<file path="config.mk">
export PLATFORM = sky130hd
export DESIGN_NAME = seg_display_bank
export DESIGN_NICKNAME = d
export VERILOG_FILES = /design/src/rtl/seg_display_bank.sv
export SDC_FILE = /design/constraint.sdc
export NUM_CORES = 1
export LEC_CHECK = 0
export CORE_ASPECT_RATIO = 0.8
export CORE_UTILIZATION = 50
export DETAILED_ROUTE_END_ITERATION = 8
export PLACE_DENSITY_LB_ADDON = 0.2
export SYNTH_ARGS = -nofsm -noshare
export SYNTH_HDL_FRONTEND = slang
export SYNTH_SLANG_ARGS = --single-unit
</file>
<file path="constraint.sdc">
create_clock -name clk -period 5.95 [get_ports clk]
set_clock_uncertainty 0.2 [all_clocks]
set_input_delay 1.19 -clock clk [delete_from_list [all_inputs] [get_ports clk]]
set_output_delay 1.19 -clock clk [all_outputs]
set_load 0.02 [all_outputs]
</file>
<file path="src/rtl/seg_display_bank.sv">
`default_nettype none
// +----------------------------------------------------------------------------+
// | Module   : seg_display_bank                                                |
// | Function : Bank of DIGITS hex 7-segment drivers with per-digit blink,      |
// |            global blank and optional leading-zero blanking, which is       |
// |            enabled by defining SEG_DISPLAY_BANK_LZB_EN.                    |
// | Revision : 1.0                                                             |
// +----------------------------------------------------------------------------+
module seg_display_bank #(
    parameter int DIGITS    = 4,
    parameter int BLINK_DIV = 25000000
) (
    input  logic                  clk,
    input  logic                  rst_n,
    input  logic                  load,
    input  logic [4*DIGITS-1:0]   value,
    input  logic [DIGITS-1:0]     blink_mask,
    input  logic                  blank_all,
    output logic [7*DIGITS-1:0]   hex,
    output logic                  load_ack
);

    localparam int               CNT_W   = $clog2(BLINK_DIV);
    localparam logic [CNT_W-1:0] CNT_MAX = CNT_W'(BLINK_DIV - 1);

    typedef enum logic [0:0] {
        ST_BLANK = 1'b0,
        ST_SHOW  = 1'b1
    } state_e;

    state_e                state_q;
    logic [4*DIGITS-1:0]   digits_q;
    logic [CNT_W-1:0]      cnt_q;
    logic                  phase_q;
    logic                  load_ack_q;
    logic                  blank_q;
    logic [DIGITS-1:0]     mask_q;
    logic [7*DIGITS-1:0]   hex_q;
    logic [7*DIGITS-1:0]   hex_d;
    logic [3:0]            nib;
    logic [6:0]            seg;
`ifdef SEG_DISPLAY_BANK_LZB_EN
    logic                  lead_zero;
`endif

    function automatic logic [6:0] glyph(input logic [3:0] d);
        case (d)
            4'h0:    glyph = 7'b1000000;
            4'h1:    glyph = 7'b1111001;
            4'h2:    glyph = 7'b0100100;
            4'h3:    glyph = 7'b0110000;
            4'h4:    glyph = 7'b0011001;
            4'h5:    glyph = 7'b0010010;
            4'h6:    glyph = 7'b0000010;
            4'h7:    glyph = 7'b1111000;
            4'h8:    glyph = 7'b0000000;
            4'h9:    glyph = 7'b0010000;
            4'hA:    glyph = 7'b0001000;
            4'hB:    glyph = 7'b0000011;
            4'hC:    glyph = 7'b1000110;
            4'hD:    glyph = 7'b0100001;
            4'hE:    glyph = 7'b0000110;
            default: glyph = 7'b0001110;
        endcase
    endfunction

    // Inputs are sampled into registers first, so every input reaches hex one edge later.
    always_comb begin
        hex_d = '1;
        nib   = '0;
        seg   = '1;
`ifdef SEG_DISPLAY_BANK_LZB_EN
        lead_zero = 1'b1;
`endif
        for (int i = DIGITS - 1; i >= 0; i--) begin
            nib = digits_q[4*i +: 4];
            seg = glyph(nib);
`ifdef SEG_DISPLAY_BANK_LZB_EN
            if (lead_zero && (nib == 4'd0) && (i != 0)) begin
                seg = '1;
            end
            if (nib != 4'd0) begin
                lead_zero = 1'b0;
            end
`endif
            if (mask_q[i] && phase_q) begin
                seg = '1;
            end
            hex_d[7*i +: 7] = seg;
        end
        if ((state_q == ST_BLANK) || blank_q) begin
            hex_d = '1;
        end
    end

    always_ff @(posedge clk) begin
        if (!rst_n) begin
            state_q    <= ST_BLANK;
            digits_q   <= '0;
            cnt_q      <= '0;
            phase_q    <= 1'b0;
            load_ack_q <= 1'b0;
            blank_q    <= 1'b0;
            mask_q     <= '0;
            hex_q      <= '1;
        end else begin
            if (load) begin
                state_q  <= ST_SHOW;
                digits_q <= value;
            end
            load_ack_q <= load;
            if (cnt_q == CNT_MAX) begin
                cnt_q   <= '0;
                phase_q <= ~phase_q;
            end else begin
                cnt_q <= cnt_q + CNT_W'(1);
            end
            blank_q <= blank_all;
            mask_q  <= blink_mask;
            hex_q   <= hex_d;
        end
    end

    assign hex      = hex_q;
    assign load_ack = load_ack_q;

endmodule
`default_nettype wire

</file>
==> key figures <==
CTS
  – Clk Latency, worst-skew pair: roughly 0.34 ns
  – Max clock buf depth: 2
  – H-tree depth: 3
  – Clock sink total: just under 80
  – Post-CTS sizing: 0
  – CTS tree: done
  – CTS root buffer: clkbuf_8
  – Clock slew at reported path FFs: ~0.07 ns
  – Total CTS buffers: 9
  – CTS hold repair buffers: 0
  – Post-CTS Setup Bufs: 0

Synth
  – Syn Area/Cell: 9.30 sq um
  – Synthesized netlist net count: between 400 and 500
  – Yosys synthesis warning count: 0
  – Yosys reg bits: 77
  – Distinct cells, synth: 37
  – Post-synth top flop: dfxtp_1
  – Netlist Area Pre-Place: between 3000 and 4000 sq um
  – Number of flops mapped to enable cells by yosys: 0
  – Syn Inst Count: about 390
  – Sequential share of the synthesized area: 0.424
  – Asr flop ratio synth: 0

STA
  – Final worst slack: ~2.7 ns
  – Fin. max-slew vios: 0
  – Period minus WS final: around 3.3 ns
  – Max Clk Rate: 0.308 GHz
  – Max-Slew Margin vs Limit: 0.310
  – Setup TNS: 0 ns
  – Hold Slack: between 0.2 and 0.3 ns
  – Unrepaired setup endpoints after global routing: false
  – Final Cycle Share: 0.546
  – Worst slew pin tran: slightly above 1 ns
  – Final hold violation count: 0
  – Final setup violation count: 0

Cells and area
  – Area grow syn2layout: 21.7%
  – Multi-input gate area: between 1500 and 2000 sq um
  – Nets: a little under 500
  – Layout cell share with drive strength beyond 1: 0.0501
  – Fillers: just under 600
  – Leading cell type in the layout, fill and taps excluded: dfxtp_1
  – Ant diodes: 0
  – Storage cell area: ~1500 sq um
  – Final core utilization: 0.636
  – Most frequent cells in the layout: 77 x dfxtp_1, 52 x clkdlybuf4s50_1, 28 x nand2_1

Detailed routing
  – Vias post-DR: ~2800
  – DRT Pass-1 Iters: 4
  – DRC viols: 0
  – Average wire per standard cell: around 13 um
  – WL final: roughly 7.0 mm
  – Vias/cell: roughly 5.4
  – DRT iter0 DRCs: 104
  – Final ANT Viol Nets: 0

Worst setup path
  – CP startpoint kind: input port
  – Max FO, Critical Path: 26
  – Critical path launch point: rst_n
  – Worst reg2reg setup slack: 3.47 ns
  – Crit path DAT: between 3 and 4 ns
  – Critical path type: in -> reg
  – Reg2reg end: cnt_q[5]
  – CP Capture Type: flop
  – R2R depth: 4
  – Crit-path slowest cell: clkdlybuf4s50_1
  – Worst EP required: approximately 6 ns
  – Worst path cell trace: clkdlybuf4s50_1 -> nand3b_1 -> a21oi_1 -> o311ai_0
  – Reg-to-reg startpoint: cnt_q[6]
  – CP peak stage delay: roughly 0.94 ns

GRT
  – Vias in the first global route: between 2000 and 3000
  – Tot GR Track Use: 0.196
  – GRT overflow: 0
  – Initial antenna violation count: 0
  – First-pass GRT wire length: between 10 and 15 mm
  – Largest net degree at the start of global routing: 27

Placement
  – Post-DP HPWL: between 5 and 6 mm
  – Setup slack at placement: about 2.3 ns
  – GPL Wtd Cong: 0.826
  – IO buf count: 52

Pwr
  – Worst vdd ir: 0.000112 V
  – Leak Pwr: about 1.6 nW
  – Total power draw: between 1 and 1.5 mW
  – Pwr dens: between 200 and 300 nW/um^2

Min path
  – Min-Delay Startpoint: state_q
  – HP Class: reg -> reg
  – Hold path depth: 1
  – WHS Endpoint: state_q

Die
  – Starting density of the core: 0.522
  – Row Count: 27
  – Core area: approximately 7000 sq um
  – Die W: 97.3 um
  – IO Pins: 53
  – Chip Height: 78.3 um
  – Die area: 7620 sq um

Run
  – Max-capacitance violation count: 0

Run status
  – Status: finished, final reports clean
## critical path: cells and delay by family
family          cells  cell delay (ns)
buf+inv             1             0.94
compound gates      2             0.78
simple gates        1             0.30
## report_power, final
| part | internal [mW] | switching (mW) | total (mW) |
|---|---|---|---|
| sequential | 0.535 | 0.0207 | 0.556 |
| combinational | 0.0604 | 0.0571 | 0.118 |
| clock | 0.282 | 0.181 | 0.462 |
| total | 0.877 | 0.258 | 1.14 |
## per-layer routing
layer / vias to the layer above / global-route usage / part of all wire
met5: - / 0 / 0
li1: 1469 / - / -
met4: 0 / 0.0632 / 0.0093
met1: 1303 / 0.265 / 0.50
met3: 5 / 0.0525 / 0.047
met2: 70 / 0.307 / 0.44
## per-stage QoR
stage / instances / instance area (sq um)
3_3_place_gp: 510 / 4180
3_5_place_dp: 510 / 4180
5_1_grt: 526 / 4430
6_report: 526 / 4430
2_1_floorplan: 391 / 3640
4_1_cts: 526 / 4430
## worst max-delay path by stage
stage	slack, ns	cells after the start	to
after floorplan	3.34	4	digits_q[10]
after global placement	2.48	4	hex[7]
after detailed placement	2.33	4	hex[18]
after CTS	2.69	4	hex[18]
after global routing	2.48	4	hex[18]
final	2.70	4	hex[18]
## synthesized netlist by cell type, types with 2 or more instances
cell | n | share of area
and4_1 | 4 | 0.0096
xor2_1 | 8 | 0.019
a21o_1 | 5 | 0.010
or4b_1 | 2 | 0.0055
nor4_1 | 3 | 0.0052
or3_1 | 8 | 0.014
o211ai_1 | 16 | 0.033
a21oi_1 | 15 | 0.021
a21boi_0 | 3 | 0.0062
buf_4 | 2 | 0.0041
nand4_1 | 11 | 0.019
ha_1 | 25 | 0.086
nor2_1 | 21 | 0.022
nor2b_1 | 23 | 0.040
nand2_1 | 28 | 0.029
and2_1 | 10 | 0.017
o31ai_1 | 2 | 0.0041
nand4b_1 | 2 | 0.0048
mux2i_1 | 17 | 0.047
o21a_1 | 3 | 0.0062
o21ai_0 | 16 | 0.022
xnor2_1 | 5 | 0.012
or4_1 | 3 | 0.0062
inv_1 | 14 | 0.014
nand2b_1 | 11 | 0.019
o311ai_0 | 14 | 0.034
clkbuf_1 | 18 | 0.019
nand3b_1 | 5 | 0.010
nand3_1 | 12 | 0.017
dfxtp_1 | 77 | 0.42
mux2_2 | 2 | 0.0062
## cell type report
cell class,instances,share of cell area
repair buffers,52,0.118
multi-input cells,280,0.443
flip-flops and latches,77,0.348
clock buffers,13,0.0404
well taps,87,0.0246
inverters,14,0.0119
clock inverters,3,0.0147
## flip-flops by register name (all words and copies together) (netlist names)
signal    cells
hex          28
load_ack      1
mask_q        4
cnt_q        25
state_q       1
blank_q       1
digits_q     16
phase_q       1
## logic make-up (layout without fill, tap and decap cells)
group / count (synthesis) / after routing / share of synthesized area
muxes: 19 / 19 / 0.0530
buffers and inverters: 34 / 82 / 0.0372
adders and majority gates: 25 / 25 / 0.0860
DFF: 77 / 77 / 0.424
and+or+nand+nor: 147 / 147 / 0.226
AOI/OAI and AO/OA: 76 / 76 / 0.143
xor gates and xnor gates: 13 / 13 / 0.0313
Note: power is estimated with default switching activity, not from simulation.
